`src/rtl/uart_rx_mmio.sv`:
```
// rtl/uart_rx_mmio.sv - memory-mapped UART receiver with receive FIFO and level interrupt
// Ports: clk, reset (async, active-high); rd/wr/addr/wdata/rdata bus responder port;
//        rx serial input (idle high); kernel_mode masks irq; irq level interrupt.
module uart_rx_mmio #(
  parameter int CLKS_PER_BIT = 434,
  parameter int FIFO_DEPTH   = 8
) (
  input  logic        clk,
  input  logic        reset,
  input  logic        rd,
  input  logic        wr,
  input  logic [31:0] addr,
  input  logic [31:0] wdata,
  output logic [31:0] rdata,
  input  logic        rx,
  input  logic        kernel_mode,
  output logic        irq
);

  localparam int TW = $clog2(CLKS_PER_BIT);
  localparam int PW = $clog2(FIFO_DEPTH);
  localparam int CW = PW + 1;

  localparam logic [TW-1:0] TICK_LAST = TW'(CLKS_PER_BIT - 1);
  localparam logic [TW-1:0] TICK_HALF = TW'(CLKS_PER_BIT / 2 - 1);
  localparam logic [TW-1:0] TICK_ONE  = TW'(1);

  localparam logic [31:0] ADDR_RXDATA = 32'h4000_001C;
  localparam logic [31:0] ADDR_RXSTAT = 32'h4000_0020;
  localparam logic [31:0] ADDR_RXCTRL = 32'h4000_0024;

  typedef enum logic [2:0] {
    S_IDLE,
    S_START,
    S_DATA,
    S_STOP,
    S_WAIT_HIGH
  } state_t;

  state_t        state_q, state_d;
  logic [TW-1:0] tick_q, tick_d;
  logic [2:0]    bit_q, bit_d;
  logic [7:0]    shift_q, shift_d;
  logic          sync1_q, rxs_q;
  logic          stop_good, stop_bad;

  logic          rx_en_q, irq_en_q;
  logic          overrun_q, frame_err_q;
  logic [7:0]    mem_q [FIFO_DEPTH];
  logic [PW-1:0] head_q, tail_q;
  logic [CW-1:0] count_q;

  logic          sel_data, sel_stat, sel_ctrl;
  logic          not_empty, full, push, pop, ovr_set;
  logic          clr_ovr, clr_ferr;
  logic [31:0]   stat_w;

  // Two-flop synchronizer; idles high so reset does not look like a start bit.
  always_ff @(posedge clk or posedge reset) begin
    if (reset) begin
      sync1_q <= 1'b1;
      rxs_q   <= 1'b1;
    end else begin
      sync1_q <= rx;
      rxs_q   <= sync1_q;
    end
  end

  always_ff @(posedge clk or posedge reset) begin
    if (reset) begin
      state_q <= S_IDLE;
      tick_q  <= '0;
      bit_q   <= '0;
      shift_q <= '0;
    end else begin
      state_q <= state_d;
      tick_q  <= tick_d;
      bit_q   <= bit_d;
      shift_q <= shift_d;
    end
  end

  always_comb begin
    state_d   = state_q;
    tick_d    = tick_q;
    bit_d     = bit_q;
    shift_d   = shift_q;
    stop_good = 1'b0;
    stop_bad  = 1'b0;
    if (!rx_en_q) begin
      state_d = S_IDLE;
    end else begin
      unique case (state_q)
        S_IDLE: begin
          if (!rxs_q) begin
            state_d = S_START;
            // The cycle in which rxs first read low is already one tick into the start bit.
            tick_d  = TICK_ONE;
          end
        end
        S_START: begin
          if (tick_q == TICK_HALF) begin
            tick_d  = '0;
            bit_d   = '0;
            state_d = rxs_q ? S_IDLE : S_DATA;
          end else begin
            tick_d = tick_q + TICK_ONE;
          end
        end
        S_DATA: begin
          if (tick_q == TICK_LAST) begin
            tick_d         = '0;
            shift_d[bit_q] = rxs_q;
            if (bit_q == 3'd7) state_d = S_STOP;
            else               bit_d   = bit_q + 3'd1;
          end else begin
            tick_d = tick_q + TICK_ONE;
          end
        end
        S_STOP: begin
          if (tick_q == TICK_LAST) begin
            tick_d = '0;
            if (rxs_q) begin
              stop_good = 1'b1;
              state_d   = S_IDLE;
            end else begin
              stop_bad  = 1'b1;
              state_d   = S_WAIT_HIGH;
            end
          end else begin
            tick_d = tick_q + TICK_ONE;
          end
        end
        S_WAIT_HIGH: begin
          if (rxs_q) state_d = S_IDLE;
        end
        default: state_d = S_IDLE;
      endcase
    end
  end

  assign sel_data  = (addr == ADDR_RXDATA);
  assign sel_stat  = (addr == ADDR_RXSTAT);
  assign sel_ctrl  = (addr == ADDR_RXCTRL);

  assign not_empty = (count_q != '0);
  assign full      = (count_q == CW'(FIFO_DEPTH));
  assign pop       = rd & sel_data & not_empty;
  // A same-cycle pop frees the slot, so a full FIFO still accepts the byte.
  assign push      = stop_good & (~full | pop);
  assign ovr_set   = stop_good & full & ~pop;
  assign clr_ovr   = wr & sel_stat & wdata[2];
  assign clr_ferr  = wr & sel_stat & wdata[3];

  always_ff @(posedge clk) begin
    if (push) mem_q[tail_q] <= shift_q;
  end

  always_ff @(posedge clk or posedge reset) begin
    if (reset) begin
      head_q      <= '0;
      tail_q      <= '0;
      count_q     <= '0;
      overrun_q   <= 1'b0;
      frame_err_q <= 1'b0;
      rx_en_q     <= 1'b0;
      irq_en_q    <= 1'b0;
    end else begin
      if (push) tail_q <= tail_q + PW'(1);
      if (pop)  head_q <= head_q + PW'(1);
      if (push && !pop)      count_q <= count_q + CW'(1);
      else if (pop && !push) count_q <= count_q - CW'(1);
      // Set takes priority over a simultaneous write-1-to-clear.
      overrun_q   <= ovr_set  | (overrun_q   & ~clr_ovr);
      frame_err_q <= stop_bad | (frame_err_q & ~clr_ferr);
      if (wr && sel_ctrl) begin
        rx_en_q  <= wdata[0];
        irq_en_q <= wdata[1];
      end
    end
  end

  always_comb begin
    stat_w           = '0;
    stat_w[0]        = not_empty;
    stat_w[1]        = full;
    stat_w[2]        = overrun_q;
    stat_w[3]        = frame_err_q;
    stat_w[4 +: CW]  = count_q;
  end

  always_comb begin
    rdata = '0;
    if (rd) begin
      if (sel_data && not_empty) rdata = {24'b0, mem_q[head_q]};
      else if (sel_stat)         rdata = stat_w;
      else if (sel_ctrl)         rdata = {30'b0, irq_en_q, rx_en_q};
    end
  end

  assign irq = irq_en_q & not_empty & ~kernel_mode;

endmodule
```
`config.mk`:
```
export PLATFORM = sky130hd
export DESIGN_NAME = uart_rx_mmio
export DESIGN_NICKNAME = d
export VERILOG_FILES = /design/src/rtl/uart_rx_mmio.sv
export SDC_FILE = /design/constraint.sdc
export NUM_CORES = 1
export LEC_CHECK = 0
export BUFFER_PORTS_ARGS = -buffer_cell sky130_fd_sc_hd__buf_4
export CORE_UTILIZATION = 50
export DETAILED_ROUTE_END_ITERATION = 6
export GPL_TIMING_DRIVEN = 0
export PLACE_DENSITY_LB_ADDON = 0.1
export SETUP_SLACK_MARGIN = 0.1
export SKIP_LAST_GASP = 1
export SLEW_MARGIN = 0
export SYNTH_ARGS = -nofsm -noshare
export SYNTH_HDL_FRONTEND = slang
export SYNTH_SLANG_ARGS = --single-unit
export TNS_END_PERCENT = 50
```
`constraint.sdc`:
```
create_clock -name clk -period 3.55 [get_ports clk]
set_clock_uncertainty 0.15 [all_clocks]
set_input_delay 0.71 -clock clk [delete_from_list [all_inputs] [get_ports clk]]
set_output_delay 0.71 -clock clk [all_outputs]
set_load 0.02 [all_outputs]
```
==> metrics.txt <==
status finished clean; Routed Antenna Nets 0; syn avg cell area 13.7 sq um; Cell Count Post-Placement 561; CP Capture Type primary output; slowest stage delay, CP 0.56 ns; # clock sinks 103; post-route cell area 5890 sq um; FFs w/ async S/R, synth 0.379; Avg WL per Cell 16.6 microns; # rows 35; GRT Resource Usage Total 0.202; dpl hpwl 6.88 mm; crit-path most repeated cell buf_4; Top-Level Pins 103; count of final setup violators 0; final non-filler cell total 584; Mapped Area 4930 sq um; TritonCTS clock tree built; Initial Utilization 0.526; final worst path period need 3.42 ns; Final Max Slew Viols 0; Worst-Skew Late Latency 0.37 ns; gpl congestion 0.809; PD cells 345 nW/um^2; Nets 531; critical path arrival 2.56 ns; RSZ-0062 raised after global routing no; Max Cap Viol 0; core area 9370 sq um; CP bufs+invs 3; unique cell type count in the Yosys netlist 53; clk buf depth 2; Detailed Route WL 9.68 mm; hold slack 0.213 ns; Worst VDD drop 198 uV; worst hold path class flop to flop; met2 wire length 4.98 mm; via count 3091; WL met1 4.35 mm; Final Power 2.03 mW; Seq/Total Area, Yosys 0.589; Crit Path Max Fanout 6; largest net degree at the start of global routing 40; global-route wire length before repair 15.3 mm; Port Buffers 49; root buf cell clkbuf_8; GRT Residual Overflow 0; Die Y 101 microns; Yosys Warn Count 0; Yosys reg bits 103; Post-synth EDFFs 64; TritonCTS Buffers 9; CP delay by family, top simple AND/OR/NAND/NOR gates; crit path cell chain buf_4 > or4_1 > or4_4 > nor3b_4 > buf_6 > o2bb2ai_1 > buf_4; Via-to-Cell Ratio 5.29; CTS HTree Levels 3; fmax 293 MHz; Slew @ Worst Pin 0.913 ns; Detailed Routing Iterations Pass 1 4; clock-pin slew on the worst setup and hold paths 0.10 ns; Die W 101 microns; hold buffers post-CTS 0; Top FF cell, synth edfxtp_1; initial antenna violation count 0; top layer in use met4; leak pwr 2.50 nW; CP Class primary input to primary output; CP required 2.69 ns; period utilisation layout 0.963; Iteration-0 DRC Markers 125; vias in the first global route 3003; Residual DRC 0; CP Launch Type primary input; Util after Layout 0.629; relative slew slack 0.388; # diodes 0; DR WL met3 249 microns; dpl cell area 5570 sq um; Post-Synthesis Cells 359; CP max stage cell or4_1; final hold violations 0; fraction of layout cells with a size suffix above 1 0.352; Layout Area Growth over Synthesis 19.7%; DIE AREA 10300 sq um
## worst register-to-register path, stage by stage, from the launching register on
cell and delay (ns):
dfrtp_1 0.46, nor4_2 0.11, or4_4 0.53, nor4_4 0.42, buf_4 0.20, inv_2 0.09, ha_1 0.22, inv_1 0.11
ha_1 0.24, a21o_1 0.17, a21oi_1 0.17, xnor2_1 0.13, nor2_1 0.06, xor2_1 0.14
## cells by family (layout without fill, tap and decap cells)
| logic type | count (synthesis) | after routing | share of synthesized area |
|---|---|---|---|
| compound gates | 48 | 48 | 0.0678 |
| xor+xnor | 9 | 9 | 0.0160 |
| fa+ha+maj | 11 | 11 | 0.0295 |
| buf+inv | 46 | 119 | 0.0544 |
| flops | 103 | 103 | 0.589 |
| mux | 40 | 40 | 0.126 |
| other cells | 1 | 24 | 0.000761 |
| simple gates | 101 | 101 | 0.117 |
## final timing paths
check,slack (ns),start,end,cells after the start
worst max register to register,0.24,count_q[3],count_q[3],13
min in group asynchronous,0.34,reset,count_q[2],2
worst min-delay path,0.21,sync1_q,rxs_q,0
worst max-delay path,0.13,addr[23],rdata[2],7
worst min register to register,0.21,sync1_q,rxs_q,0
max in group asynchronous,2.36,reset,count_q[0],2
## repair_timing
item,CTS,global route
pin swaps,3,3
setup endpoints to repair,15,28
gates cloned,0,0
setup buffers,2,5
gates resized for setup,4,18
## stage by stage
stage | setup slack, ns | setup TNS, ns
2_1_floorplan | 0.180 | 0
3_3_place_gp | -0.911 | -19.22
3_5_place_dp | -0.293 | -3.34
4_1_cts | 0.00228 | 0
5_1_grt | 0.0901 | 0
6_report | 0.132 | 0
## report_power, final
part	switching [mW]	internal, mW
Sequential	0.000929	1.26
Clock	0.408	0.264
Combinational	0.0493	0.0499
Total	0.458	1.58
## metal layers
metal  vias up  global-route usage
met5         -                   0
met4         0              0.0736
met3        10              0.0331
met2        44               0.335
met1      1525               0.270
li1       1512                   -
## area by class of cell
cell class,instances,area (sq um)
flip-flops and latches,103,2900
multi-input cells,233,1950
inverters,10,37.5
plain buffers,36,234
clock inverters,7,55.1
clock buffers,9,124
repair buffers,57,432
fillers,781,3480
well taps,129,161
## cell usage in the layout, fill, tap and decap left out, drive strengths merged, types with 2 or more instances in the layout
master	count
buf	86
edfxtp	64
dfrtp	37
conb	24
nand2	19
nor2	18
mux4	16
clkbuf	16
o21ai	15
mux2	13
inv	13
nor4	12
mux2i	11
nor3	11
ha	10
nand3	9
xnor2	7
a21oi	6
a22o	6
o2bb2ai	6
nor2b	5
nand2b	4
o31ai	4
clkinv	4
nand4	3
nand4b	3
o211ai	3
or4b	3
nor3b	3
or4	3
and3	3
a21o	2
a32oi	2
xor2	2
o22a	2
dfstp	2
## cell usage after synthesis (2+ instances only)
library cell,count,area share
a21o_1,2,0.0030
a21oi_1,6,0.0061
a22o_1,6,0.011
a32oi_1,2,0.0036
and3_1,3,0.0038
buf_2,4,0.0041
buf_4,24,0.037
clkbuf_1,7,0.0053
dfrtp_1,37,0.19
dfstp_2,2,0.011
edfxtp_1,64,0.39
ha_1,10,0.025
inv_1,9,0.0069
mux2_2,12,0.027
mux2i_1,11,0.022
mux4_2,16,0.073
nand2_1,19,0.014
nand2b_1,4,0.0051
nand3_1,9,0.0091
nand4_1,3,0.0038
nand4b_1,3,0.0053
nor2_1,18,0.014
nor2b_1,5,0.0064
nor3_1,11,0.011
nor3b_1,2,0.0030
nor4_1,11,0.014
o211ai_1,3,0.0046
o21ai_0,12,0.012
o21ai_2,2,0.0036
o22a_1,2,0.0036
o2bb2ai_1,6,0.011
o31ai_1,4,0.0061
or4_1,2,0.0030
or4b_2,2,0.0041
xnor2_1,7,0.012
xor2_1,2,0.0036
## state kept, by name, summed over array words and instances, names as in the netlist
signal	cells
rxs_q	1
tail_q	3
mem_q	64
rx_en_q	1
irq_en_q	1
overrun_q	1
tick_q	9
sync1_q	1
shift_q	8
state_q	3
frame_err_q	1
head_q	3
bit_q	3
count_q	4
Note: power is estimated with default switching activity, not from simulation.
